<file path="src/rtl/fpga_receiver.sv">
// fpga_receiver: serial link receiver, one bit per
// four-phase handshake, word closed by a finish handshake.
module fpga_receiver #(
  parameter int WIDTH       = 8,
  parameter int SYNC_STAGES = 2
) (
  input  logic             clk,
  input  logic             reset,
  input  logic             dataIn,
  input  logic             sendToOther,
  input  logic             finish,
  input  logic             read,
  output logic             acknowledge,
  output logic [WIDTH-1:0] dataOut,
  output logic             byteReady,
  output logic             overrun,
  output logic             frameError
);

  localparam int CW = $clog2(WIDTH + 1);
  localparam logic [CW-1:0] FULL = CW'(WIDTH);

  typedef enum logic [1:0] {
    IDLE,
    BIT_ACK,
    FIN
  } state_t;

  state_t state, nextState;

  logic [SYNC_STAGES-1:0] dSync, rSync, fSync;
  logic dataS, reqS, finS;

  logic [WIDTH-1:0] sh;
  logic [CW-1:0]    cnt;

  logic capture, close, full;

  // synchronize the asynchronous link inputs
  always_ff @(posedge clk) begin
    if (reset) begin
      dSync <= '0;
      rSync <= '0;
      fSync <= '0;
    end else begin
      dSync <= {dSync[SYNC_STAGES-2:0], dataIn};
      rSync <= {rSync[SYNC_STAGES-2:0], sendToOther};
      fSync <= {fSync[SYNC_STAGES-2:0], finish};
    end
  end

  assign dataS = dSync[SYNC_STAGES-1];
  assign reqS  = rSync[SYNC_STAGES-1];
  assign finS  = fSync[SYNC_STAGES-1];

  assign full    = (cnt == FULL);
  assign close   = (state == IDLE) && finS;
  assign capture = (state == IDLE) && !finS && reqS
                 && (cnt < FULL);

  // state register
  always_ff @(posedge clk) begin
    if (reset) state <= IDLE;
    else       state <= nextState;
  end

  // next-state logic; finish wins over a bit request
  always_comb begin
    nextState = state;
    unique case (state)
      IDLE: begin
        if (finS)         nextState = FIN;
        else if (capture) nextState = BIT_ACK;
      end
      BIT_ACK: if (!reqS) nextState = IDLE;
      FIN:     if (!finS) nextState = IDLE;
      default: nextState = IDLE;
    endcase
  end

  // handshake reply is a pure decode of the state register
  always_comb begin
    acknowledge = (state != IDLE);
  end

  // shift register and bit counter
  always_ff @(posedge clk) begin
    if (reset) begin
      sh  <= '0;
      cnt <= '0;
    end else if (capture) begin
      sh  <= {sh[WIDTH-2:0], dataS};
      cnt <= cnt + 1'b1;
    end else if (close) begin
      cnt <= '0;
    end
  end

  // word delivery, ready flag and error pulses
  always_ff @(posedge clk) begin
    if (reset) begin
      dataOut    <= '0;
      byteReady  <= 1'b0;
      overrun    <= 1'b0;
      frameError <= 1'b0;
    end else begin
      overrun    <= close && full && byteReady && !read;
      frameError <= close && !full;
      if (close && full) begin
        dataOut   <= sh;
        byteReady <= 1'b1;
      end else if (read) begin
        byteReady <= 1'b0;
      end
    end
  end

endmodule

</file>
<file path="config.mk">
export PLATFORM = sky130hd
export DESIGN_NAME = fpga_receiver
export DESIGN_NICKNAME = d
export VERILOG_FILES = /design/src/rtl/fpga_receiver.sv
export SDC_FILE = /design/constraint.sdc
export NUM_CORES = 1
export LEC_CHECK = 0
export CORE_MARGIN = 8
export CORE_UTILIZATION = 40
export DETAILED_ROUTE_END_ITERATION = 6
export DONT_BUFFER_PORTS = 1
export MAX_ROUTING_LAYER = met4
export PLACE_DENSITY_LB_ADDON = 0.25
export SYNTH_ARGS = -nofsm -noshare
export SYNTH_HDL_FRONTEND = slang
export SYNTH_SLANG_ARGS = --single-unit
</file>
<file path="constraint.sdc">
create_clock -name clk -period 1.3 [get_ports clk]
set_input_delay 0.26 -clock clk [delete_from_list [all_inputs] [get_ports clk]]
set_output_delay 0.26 -clock clk [all_outputs]
set_load 0.1 [all_outputs]
</file>
* Word-level counts from Yosys, hierarchy flattened *
Cells that the tools add are included.

operators by class
  add/subtract/negate cells = 1
  $lt $le $gt $ge = 1
  eq/ne operators = 6
  muxes and demuxes = 9
  reductions and logical operators = 16

operators by type and width
  cell                   number
  $logic_and A1 B1 Y1    8
  $mux W2                4
  $mux W4                2
  $pmux W2 S3            1
  $reduce_bool A2 Y1     3
  $add A4 B1 Y4 const B  1
  $eq A4 B4 Y1 const B   1
  $lt A4 B4 Y1 const B   1
  $ne A2 B2 Y1 const B   2
  $logic_not A1 Y1       3
  $ne A3 B3 Y1 const B   1
  $reduce_and A3 Y1      1
  $eq A2 B1 Y1 const B   1
  $eq A2 B2 Y1 const B   1
  $logic_not A2 Y1       1
  $mux W1                2

word-level totals
  bits in registers = 31
  input port bits = 6
  output and inout bits = 12
  word-level logic and storage cells = 43

* Longest topological paths before layout *
  depth in word-level cells = 7
  gate-level depth with buffers = 6
  gate-level depth less buffers = 5

* Worst setup path before layout *
OpenSTA, ideal clock, no wires.

  path type = flip-flop to flip-flop
  from = register state[0]
  to = register cnt[2]
  library setup time = 0.074 ns
  arrival = 1.375 ns
  data required time = 1.226 ns
  path slack = -0.150 ns
  stages on the path, launching flop included = 5
  buffers on the path = 0
  clock period less this slack = 1.450 ns
  cells stage by stage = dfxtp_1 > nor2_4 > inv_2 > or4_1 > a31oi_1

between the ends
  cells in the longest elaborated chain, start to end = 5
  elaborated cells on any way between the ends = 7
  classes of those cells = 1 x mux; 6 x reduce/logical

RTL lines
  element                                        RTL line  source
  from (decl)                                    29        state_t state, nextState;
  from (signal assigned)                         64        else state <= nextState;
  $logic_not A2 Y1 (*)                           57, 58
  $logic_and A1 B1 Y1 (2 in series)              58        assign capture = (state == IDLE) && !finS && reqS
  $logic_and A1 B1 Y1                            59        && (cnt < FULL);
  $mux W4 or $reduce_bool A2 Y1 (tied branches)  n/a
  to (signal assigned)                           93        cnt <= cnt + 1'b1;
  to (decl)                                      35        logic [CW-1:0] cnt;

Every way passes the cells marked *; elsewhere a longest branch is shown, timed or not.
A chain may end at the register's enable or synchronous reset.

* Final worst setup path *
  from = register cnt[0]
  to = register cnt[2]

between the ends
  cells in the longest elaborated chain, start to end = 3
  elaborated cells on any way between the ends = 5
  classes of those cells = 1 x add/sub; 1 x order compare; 1 x mux; 2 x reduce/logical

RTL lines
  element                                        RTL line
  $lt A4 B4 Y1                                   59
  $logic_and A1 B1 Y1                            59
  $mux W4 or $reduce_bool A2 Y1 (tied branches)  n/a

Several ways; a longest one is shown, not always the timed one.

==> qor.txt <==
Most frequent cells in the layout: 26 x dfxtp_1, 21 x nand2_1, 18 x buf_4, 16 x mux2i_1, 6 x nor2b_1
Gr usage total: 9.964%
Number of global-route vias before repair: 878
Number of antenna violations at the first check in global routing: 0
Violated checks: setup timing
Worst Setup End Kind: register
Worst min path class: in -> reg
Sum of negative setup slack: -0.07770 ns
Critical path type: reg -> reg
Total gr overflow: 0
Post-DP HPWL: 1.551 mm
Mapped Cells: 111
CTS tree: done
Drt wl/cell: 13.24 um
Rel. slew slack: 68.83%
Core region area: 2734 um^2
Fill cells: 255
Run status: finished with violations
Synth area leader: dfxtp_1
Final worst slack: -0.05788 ns
Worst-path fanout max: 3
Peak VDD IR: 0.6704 mV
Via count: 843
Clock skew: 0.006345 ns
Post-synthesis sequential area ratio: 54.75%
Io pins: 18
Post-synth cell types: 27
Critical Path Source Type: register
Bufs on Longest Clock Path: 2
Critical path required time: 1.55 ns
Synth top area cells: dfxtp_1 55%, mux2i_1 14%, nand2_1 7.0%, nor2b_1 3.9%, ha_1 2.2%
CTS Root Cell: clkbuf_4
Die height: 69.24 um
Final wirelength: 2.224 mm
Die width: 69.24 um
Row count: 19
RSZ-0062 raised after global routing: true
Lkg Pwr: 0.5831 nW
Final number of hold-violating endpoints: 0
Post-Syn Nets: 119
First-pass GRT wire length: 3.829 mm
Antenna diodes: 0
Clock Latency Late Sink: 0.32 ns
1st-pass router iterations: 3
Clk sinks: 31
DRC: 0
Final ANT Viol Nets: 0
Util after Layout: 53.73%
Initial Util: 41.46%
Max-cap violations: 0
Drt initial violations: 6
Achievable Freq: 0.7364 GHz
Total CTS buffers: 5
Cell Area, Synth: 1134 um^2
DR vias/cell: 5.018
Port bufs: 0
Clock transition at the registers of the reported paths: 0.09 ns
Syn Area/Cell: 10.21 um^2
# setup viols final: 2
Gpl congestion: 0.8131
Layout cells sized above 1: 30.66%
Commonest non-fill, non-tap cell in the layout: dfxtp_1
Synthesis Warnings: 0
Crit path time final: 1.358 ns
Final Slew Violations: 0
Synth-to-layout area growth: 29.58%
Worst Tran Pin Value: 0.4659 ns
Share of the synthesized area in the top cell type: 54.75%
Final #Nets: 144
Flops & latches, synth: 31
Crit path DAT: 1.60 ns
H-tree levels: 2
Pwr per Cell Area: 1158 nW/um^2
Die area: 4793 um^2
Tcrit/Tclk final: 104.5%
Largest net degree at the start of global routing: 19
==> flip-flops by register name, indices dropped and copies added (netlist names) <==
signal,cells
sh,8
state,2
byteReady,1
rSync,2
fSync,2
overrun,1
dSync,2
cnt,4
frameError,1
dataOut,8
==> cell usage after synthesis <==
cell type,n
nand3_1,2
clkinv_1,1
a31oi_1,2
and4_1,1
and3_2,1
and2_1,1
nor2_1,1
buf_2,1
inv_1,2
or3_1,1
mux2i_1,16
or4_1,1
and3b_1,1
nand2_1,21
nand2b_1,1
buf_4,1
nor3_1,3
a211oi_1,2
inv_2,1
nand3b_1,3
clkbuf_1,3
o211a_1,1
nor2_4,1
a21oi_1,3
ha_1,2
dfxtp_1,31
nor2b_1,7
==> metal layers <==
layer / up-vias / global-route usage [%] / wire (um) / part of all wire, %
li1: 428 / - / - / -
met1: 393 / 9.599 / 945 / 42
met2: 17 / 16.19 / 1113 / 50
met3: 5 / 5.150 / 134 / 6.0
met4: 0 / 4.784 / 31 / 1.4
met5: - / - / 0 / 0
==> area by class of cell <==
cell class              count  area [um^2]  share of cell area, %
flip-flops and latches     31        626.9                  42.67
multi-input cells          71        504.2                  34.33
repair buffers             23        207.7                  14.14
clock buffers               8        68.82                  4.685
well taps                  31        38.79                  2.641
inverters                   4        22.52                  1.533
==> timing repair <==
item,4_1_cts,5_1_grt
resized for setup,5,11
endpoints found under the hold margin,13,0
buffers inserted,1,2
pin swaps,1,5
hold buffers,1,0
endpoints found under the setup margin,2,18
==> critical path: stages (launching register included) <==
cell,delay [ns]
dfxtp_2,0.34
buf_6,0.11
ha_4,0.12
nand3b_1,0.08
or4_1,0.48
a31oi_1,0.16
==> power breakdown <==
group / total [mW] / internal [mW] / switching [mW] / leakage (nW)
Sequential: 0.973 / 0.963 / 0.00937 / 0.254
Combinational: 0.110 / 0.0469 / 0.0630 / 0.291
Clock: 0.618 / 0.318 / 0.300 / 0.0386
Total: 1.70 / 1.33 / 0.373 / 0.583
==> cells by family after synthesis <==
kind of cell,synth area share [%]
simple gates,20.86
compound gates,4.635
flops,54.75
fa+ha+maj,2.207
buf+inv,3.421
mux,14.13
==> path summary, 6_finish.rpt <==
check | slack (ns) | to | depth (start not counted) | from
setup / recovery | -0.06 | cnt[2] | 5 | cnt[0]
hold / removal | 0.08 | rSync[0] | 1 | sendToOther
setup reg to reg | -0.06 | cnt[2] | 5 | cnt[0]
hold reg to reg | 0.44 | fSync[1] | 1 | fSync[0]
==> metrics by stage <==
stage	hold WS (ns)	instances	worst slack, ns	total power, mW	area (um^2)
after floorplan	0.3316	111	-0.003790	1.056	1145
after detailed placement	0.3359	156	0.01143	1.083	1313
after global routing	0.05721	168	-0.08554	1.776	1469
final	0.07566	168	-0.05788	1.701	1469
after global placement	0.3318	156	0.04756	1.081	1313
after CTS	0.05998	166	-0.04289	1.722	1416
No activity file was read; power rests on OpenSTA's default activity.
